## config.mk

```make
export PLATFORM = sky130hd
export DESIGN_NAME = ctrl_valvula_rega
export DESIGN_NICKNAME = d
export VERILOG_FILES = /design/src/rtl/ctrl_valvula_rega.sv
export SDC_FILE = /design/constraint.sdc
export NUM_CORES = 1
export LEC_CHECK = 0
export CAP_MARGIN = 20
export CORE_MARGIN = 2
export CORE_UTILIZATION = 40
export CTS_BUF_LIST = sky130_fd_sc_hd__clkbuf_16
export DETAILED_ROUTE_END_ITERATION = 16
export RECOVER_POWER = 25
export SYNTH_ARGS = -nofsm -noshare
export SYNTH_HDL_FRONTEND = slang
export SYNTH_SLANG_ARGS = --single-unit
```

## constraint.sdc

```tcl
create_clock -name Clk -period 3.1 [get_ports Clk]
set_clock_uncertainty 0.05 [all_clocks]
set_input_delay 0.775 -clock Clk [delete_from_list [all_inputs] [get_ports Clk]]
set_output_delay 0.775 -clock Clk [all_outputs]
set_load 0.01 [all_outputs]
```

## src/rtl/ctrl_valvula_rega.sv

```systemverilog
// Irrigation valve sequencer: drives the 2-bit valve-position counter
// (0=closed, 3=fully open) from soil/tank sensors, paces counter steps,
// supervises counter feedback and latches a safe closed state on fault.
module ctrl_valvula_rega #(
    parameter int STEP_CYCLES  = 8,
    parameter int REGA_CYCLES  = 1000,
    parameter int PAUSA_CYCLES = 100,
    parameter int TW           = 16
) (
    input  logic       Clk,
    input  logic       Rst,
    input  logic       Seco,
    input  logic       Umido,
    input  logic       NivelBaixo,
    input  logic [1:0] Q,
    output logic       Y,
    output logic       Step,
    output logic       Pos0,
    output logic       Pos3,
    output logic       Regando,
    output logic       Alarme,
    output logic [2:0] Estado
);

    typedef enum logic [2:0] {
        ST_INIT   = 3'd0,
        ST_IDLE   = 3'd1,
        ST_ABRE   = 3'd2,
        ST_REGA   = 3'd3,
        ST_FECHA  = 3'd4,
        ST_ALARME = 3'd5
    } state_t;

    // Step period counts down to zero, so the reload is one less than the period.
    localparam logic [TW-1:0] STEP_RELOAD = TW'(STEP_CYCLES - 1);
    localparam logic [TW-1:0] REGA_LOAD   = TW'(REGA_CYCLES);
    localparam logic [TW-1:0] PAUSA_LOAD  = TW'(PAUSA_CYCLES);
    localparam logic [2:0]    MAX_STEPS   = 3'd5;

    state_t        state_q, state_d;
    logic [TW-1:0] timer_q, timer_d;
    logic [2:0]    step_cnt_q, step_cnt_d;
    logic          step_fire;
    logic          y_q, y_d;
    logic          step_q, step_d;
    logic          pos0_q, pos0_d;
    logic          regando_q, regando_d;
    logic          alarme_q, alarme_d;

    // Next-state logic; one shared timer serves pause, irrigation and step pacing.
    always_comb begin
        state_d    = state_q;
        timer_d    = timer_q;
        step_cnt_d = step_cnt_q;
        step_fire  = 1'b0;
        case (state_q)
            ST_INIT: begin
                state_d = ST_IDLE;
                timer_d = PAUSA_LOAD;
            end
            ST_IDLE: begin
                if (timer_q != '0) begin
                    timer_d = timer_q - 1'b1;
                end
                // Seco together with Umido is a sensor conflict: just keep waiting.
                if ((timer_q == '0) && Seco && !Umido && !NivelBaixo) begin
                    state_d    = ST_ABRE;
                    timer_d    = STEP_RELOAD;
                    step_cnt_d = '0;
                end
            end
            ST_ABRE: begin
                // Low tank wins over any pending step; feedback is only trusted
                // on cycles where the counter is not being advanced.
                if (NivelBaixo) begin
                    state_d    = ST_FECHA;
                    timer_d    = STEP_RELOAD;
                    step_cnt_d = '0;
                end else if (!step_q && (Q == 2'd3)) begin
                    state_d = ST_REGA;
                    timer_d = REGA_LOAD;
                end else if (!step_q && (step_cnt_q >= MAX_STEPS)) begin
                    state_d = ST_ALARME;
                end else if (timer_q == '0) begin
                    step_fire  = 1'b1;
                    timer_d    = STEP_RELOAD;
                    step_cnt_d = step_cnt_q + 3'd1;
                end else begin
                    timer_d = timer_q - 1'b1;
                end
            end
            ST_REGA: begin
                if (timer_q != '0) begin
                    timer_d = timer_q - 1'b1;
                end
                // Leave on the cycle the timer would hit zero, so REGA lasts
                // exactly REGA_CYCLES cycles.
                if (Umido || NivelBaixo || (timer_q <= TW'(1))) begin
                    state_d    = ST_FECHA;
                    timer_d    = STEP_RELOAD;
                    step_cnt_d = '0;
                end
            end
            ST_FECHA: begin
                // Sensors are deliberately ignored here: closing always completes.
                if (!step_q && (Q == 2'd0)) begin
                    state_d = ST_IDLE;
                    timer_d = PAUSA_LOAD;
                end else if (!step_q && (step_cnt_q >= MAX_STEPS)) begin
                    state_d = ST_ALARME;
                end else if (timer_q == '0) begin
                    step_fire  = 1'b1;
                    timer_d    = STEP_RELOAD;
                    step_cnt_d = step_cnt_q + 3'd1;
                end else begin
                    timer_d = timer_q - 1'b1;
                end
            end
            ST_ALARME: begin
                state_d = ST_ALARME;
            end
            default: begin
                state_d = ST_ALARME;
            end
        endcase
    end

    // Output decode from the next state so every output is a flop.
    always_comb begin
        y_d       = (state_d == ST_ABRE);
        step_d    = step_fire;
        pos0_d    = (state_q == ST_INIT) || (state_d == ST_ALARME);
        regando_d = (state_d == ST_REGA);
        alarme_d  = alarme_q || (state_d == ST_ALARME);
    end

    // State, timer, step counter and registered outputs.
    always_ff @(posedge Clk) begin
        if (Rst) begin
            state_q    <= ST_INIT;
            timer_q    <= '0;
            step_cnt_q <= '0;
            y_q        <= 1'b0;
            step_q     <= 1'b0;
            pos0_q     <= 1'b0;
            regando_q  <= 1'b0;
            alarme_q   <= 1'b0;
        end else begin
            state_q    <= state_d;
            timer_q    <= timer_d;
            step_cnt_q <= step_cnt_d;
            y_q        <= y_d;
            step_q     <= step_d;
            pos0_q     <= pos0_d;
            regando_q  <= regando_d;
            alarme_q   <= alarme_d;
        end
    end

    assign Y       = y_q;
    assign Step    = step_q;
    assign Pos0    = pos0_q;
    assign Pos3    = 1'b0;
    assign Regando = regando_q;
    assign Alarme  = alarme_q;
    assign Estado  = state_q;

endmodule

```

==> results.ini <==
[outcome]
status=complete, no violations

[power]
internal_power_mw=0.746
sw_frac_of_total=0.378
power_mw=1.20
power.density_nw_per_um2=499
p_seq_frac=0.356
p_leak_nw=0.913
clkPwrFrac=0.253
p_sw_mw=0.454
ir_drop_v=0.000225
p_comb_frac=0.391

[global_routing]
grt.total_usage=0.212
antenna_found_initial=0
grt_pass1_vias=2072
grt_first_pass_wirelength_um=10500
grt_max_degree=17
grt_overflow=0

[placed_design]
dp.cells=358
numPortBuffers=14
dp_hpwl_um=4320
gp_congestion=0.902

[logic_synthesis]
synth-seq-cells=27
synth_edf_count=0
yosysMostFrequentCell=nor2_1
synth_fp_nets=297
synth_top_area_frac=0.252
synth.avg_cell_area_sq_um=7.56
synth_area_leaders=dfxtp_1 25%, o21ai_0 6.5%, nor2_1 5.4%
async_flop_share=0
synth_cells=284
yosys-top-cells-count=31 x nor2_1, 28 x o21ai_0, 27 x dfxtp_1
yosysSeqAreaShare=0.252
synthDistinctLibCells=66
synth-warning-count=0
ys.flop_type=dfxtp_1
post_synth_instance_area_sq_um=2150
yosysTopAreaCell=dfxtp_1

[floorplanning]
die_h_um=77.2
initial_core_util=0.417
design.core.area_sq_um=5140
die_x_um=77.2
ios=16
rows=26
dieArea_sq_um=5970

[cells_and_area]
num-nets-final=306
utilization=0.469
diodes=0
stdcell_count=362
syn_to_final_growth_pct=12.2
drive_gt1_frac=0.120

[clocking]
cts.sinks=27
clockBufferDepth=2
post_cts_buffers=0
cts_buffers=3
htree_levels=1
cts_resized=0
clk_latency_ps=260
cts_tree=done
cts-hold-fix-buffers=0
clockRootBuffer=clkbuf_16
path_clk_slew_ps=70

[flow_run]
maxCapViolations=0

[worst_setup_path]
start_kind=primary input
end_kind=flop
crit_fanout=5
critical_path_arrival_ps=2900
path_class=in2reg
cp_data_required_time_ps=3240

[timing]
worstMarginPinSlew_ps=570
hold_viol=0
fmaxAchievable_ghz=0.363
fin_crit_ps=2750
setup_viol=0
relSlewSlack=0.617
hold_ws_ps=437
finalMaxSlewViolations=0
post-route-period-util=0.888
rsz0062_at_grt=no
tns_ps=0

[drt]
wl_per_cell_um=16.7
drc=0
post_drt_via_cell_ratio=6.16
num_vias=2231
drt-initial-drc-count=236
ant_nets=0
first_pass_iters=5
wirelength_um=6050

[min_path]
hold_class=reg2reg

-- cells in the final DEF (no fill, tap or decap), drive strengths merged, types with 2 or more instances in the layout --
master,synthesis,routed
or3,5,5
nor2b,2,2
a41oi,2,2
o31ai,4,4
and4,2,2
nor3,9,9
xnor2,2,2
a21oi,20,20
o211a,2,2
and2,2,2
o41ai,2,2
or3b,3,3
a222oi,2,2
o21ai,31,31
clkbuf,10,3
o221ai,2,2
nand3,8,8
buf,10,10
dlygate4sd3,0,6
nand4,6,6
nand2,24,24
inv,8,9
nor4b,2,2
a211oi,2,2
nor3b,3,3
nand2b,4,4
dfxtp,27,27
o211ai,4,4
and3b,2,2
clkdlybuf4s50,0,8
or4b,2,2
or4,5,5
ha,6,6
a31oi,9,9
a21o,4,4
nor2,31,31
o21a,5,5
nor4,8,8
o22ai,2,2
-- per-layer routing --
metal,global-route usage,wire [um]
met5,0,0
met4,0.0625,52
met3,0.0247,431
met2,0.312,2650
met1,0.322,2920
-- path summary, 6_finish.rpt --
kind                            cells past startpoint  slack (ps)          end        from
worst min register to register                      2         440       Alarme      Alarme
worst max register to register                      9         570  timer_q[10]  timer_q[0]
worst max-delay path                                7         350  timer_q[11]  NivelBaixo
worst min-delay path                                2         440       Alarme      Alarme
-- critical path, stage by stage --
cell             delay, ps
clkdlybuf4s50_1        410
or4b_2                 670
o32ai_2                240
o21ai_1                200
nand3_1                220
o211ai_1               170
o22ai_1                200
-- logic make-up after synthesis --
group           count (synthesis)  synth area share
buf+inv                        28            0.0694
simple gates                  119             0.325
other cells                     1           0.00175
fa+ha+maj                       6            0.0350
xor+xnor                        3            0.0122
compound gates                100             0.304
flops                          27             0.252
-- power groups by stage --
stage	clock, mW	combinational, mW	sequential [mW]
finish	0.304	0.469	0.427
global route	0.324	0.531	0.434
CTS	0.310	0.464	0.425
detailed placement	0	0.460	0.434
global placement	0	0.463	0.434
floorplan	0	0.377	0.409
-- layout make-up --
cell class / instances / area [sq um]
Tap cell: 70 / 87.6
Clock inverter: 1 / 3.75
Inverter: 8 / 30.0
Multi-Input combinational cell: 229 / 1460
Sequential cell: 27 / 541
Clock buffer: 3 / 75.1
Timing Repair Buffer: 24 / 215
Fill cell: 555 / 2730
-- state kept, by name, indices dropped and copies added (netlist names) --
signal      flops
step_cnt_q      3
Pos0            1
Step            1
Y               1
timer_q        16
Regando         1
Alarme          1
Estado          3
-- per-stage QoR --
step / setup WS, ps / cell area (sq um)
3_5_place_dp: 106 / 2330
2_1_floorplan: 739 / 2150
6_report: 347 / 2410
4_1_cts: 355 / 2410
5_1_grt: 200 / 2410
3_3_place_gp: 160 / 2330
Note: power is estimated with default switching activity, not from simulation.
==> edit, RTL diff (config.mk and constraints unchanged) <==
Change the parameter `STEP_CYCLES` from 8 to 4.
--- a/src/rtl/ctrl_valvula_rega.sv
+++ b/src/rtl/ctrl_valvula_rega.sv
@@ -3,5 +3,5 @@
 // supervises counter feedback and latches a safe closed state on fault.
 module ctrl_valvula_rega #(
-    parameter int STEP_CYCLES  = 8,
+    parameter int STEP_CYCLES  = 4,
     parameter int REGA_CYCLES  = 1000,
     parameter int PAUSA_CYCLES = 100,
Check against the original RTL: same outputs for any inputs over 10 cycles, from zero or initial values and one cycle with Rst high; that may be too few to reach the edited logic, so the function may still have changed.
==> edit against the unedited design <==
- design area decreased by 1.3%
- first-iteration DRC count increased by 5.9%
- sequential cell count unchanged
- area after synthesis decreased by 7.1%
- count of clock-buffer cells in the layout unchanged
- power decreased by 8.5%
- die area decreased by 6.7%
- worst setup slack got worse by 200 ps
- non-clock buffer count increased by 11
- critical path depth increased by 2
- largest cell class unchanged
- wire length decreased by 3.9%
- combinational power decreased by 14%
==> edit: results (changes against the unedited design) <==
clk sinks 27 (unchanged); Leakage Power 0.929 nW (was 0.913 nW); NumNets Final 305 (was 306); largest net degree at the start of global routing 16 (was 17); Hold WS 421 ps (was 437 ps); top post-synthesis cells by count nand2_1, dfxtp_1, nor2_1 (was nor2_1, o21ai_0, dfxtp_1); clk buf depth 2 (unchanged); Reg with most FFs timer_q (unchanged); number of diodes 0 (unchanged); vias in the first global route 1929 (was 2072); top-count cell post-synth nand2_1 (was nor2_1); Iter 0 DRT Violations 250 (was 236); Final Core Density 0.500 (was 0.469); All-Layer GR Usage 0.222 (was 0.212); Mean Syn Cell Area 7.44 µm² (was 7.56 µm²); pre-CTS setup slack 29.2 ps (was 106 ps); max FFs per register 16 (unchanged); WP data arrival 3090 ps (was 2900 ps); final wirelength 5810 µm (was 6050 µm); initial antenna violation count 0 (unchanged); VDD IR-drop max 0.308 mV (was 0.225 mV); Min-Delay Path Class flop to flop (unchanged); Reg clk slew, reported paths 70 ps (about the same); dpl cells 354 (was 358); Vias 2168 (was 2231); Synth area leaders dfxtp_1, nand2_1, o21ai_0 (was dfxtp_1, o21ai_0, nor2_1); Resized Gates After CTS 0 (unchanged); Tcrit/Tclk final 0.954 (was 0.888); Post-DP HPWL 4350 µm (was 4320 µm); setup bufs post-CTS 0 (unchanged); Synth Flop Type dfxtp_1 (unchanged); layout cell share with drive strength beyond 1 0.127 (was 0.120); syn_nets 281 (was 297); WHS Path Cells 2 (unchanged); Synth Warn # 0 (unchanged); Worst-Margin Slew 751 ps (was 570 ps); first-pass GRT wire length 9530 µm (was 10500 µm); status complete, no violations (unchanged); sequential area share after synthesis 0.271 (was 0.252); Hold EP Alarme (unchanged); htree depth 1 (unchanged); Cell variety after synth 62 (was 66); GPL Wtd Cong 0.877 (was 0.902); placed instance area 2300 µm² (was 2330 µm²); PnR Total Power 1.10 mW (was 1.20 mW); internal reg-to-reg setup slack 140 ps (was 570 ps); R2R Path Start timer_q[1] (was timer_q[0]); Vias/cell 6.06 (was 6.16); RR Endpoint step_cnt_q[2] (was timer_q[10]); FF-to-FF path depth 9 (unchanged); Min-Delay Startpoint Alarme (unchanged)
## edit: report_power, final
part	switching [mW]	leakage, nW	internal [mW]	total, mW
clock network	0.129	0.0409	0.174	0.303
logic	0.233	0.668	0.169	0.402
registers	0.0274	0.220	0.367	0.394
total	0.389	0.929	0.710	1.10
## edit: final cells by class
class / instances / area, µm²
Fill cell: 497 / 2380
Multi-Input combinational cell: 216 / 1340
Sequential cell: 27 / 541
Timing Repair Buffer: 35 / 298
Tap cell: 67 / 83.8
Clock buffer: 3 / 75.1
Inverter: 9 / 33.8
Clock inverter: 1 / 5.00
## edit: logic make-up after synthesis
kind of cell / synth area share
buf+inv: 0.0559
simple gates: 0.312
mux: 0.00502
fa+ha+maj: 0.0377
xor+xnor: 0.0176
flops: 0.271
other cells: 0.00188
compound gates: 0.299
## edit: worst max-delay path by stage
stage,start,to
4_1_cts,timer_q[1],step_cnt_q[2]
3_3_place_gp,NivelBaixo,timer_q[10]
5_1_grt,timer_q[1],step_cnt_q[2]
3_5_place_dp,NivelBaixo,timer_q[10]
2_1_floorplan,NivelBaixo,Pos0
6_report,timer_q[1],step_cnt_q[2]
## edit: worst max-delay path, stage by stage (launching register included)
cell,delay [ps]
dfxtp_1,360
inv_1,100
ha_1,180
or3b_2,510
nor4_4,460
a31oi_1,310
nor3_1,430
buf_4,190
a31oi_1,70
a211oi_1,210
## edit: routing by layer
metal  vias to the layer above  share of wire  track usage
li1                       1059              -            -
met1                      1013           0.47        0.319
met2                        83           0.45        0.347
met3                        13          0.062       0.0244
met4                         0          0.024       0.0694
met5                         -              0            0
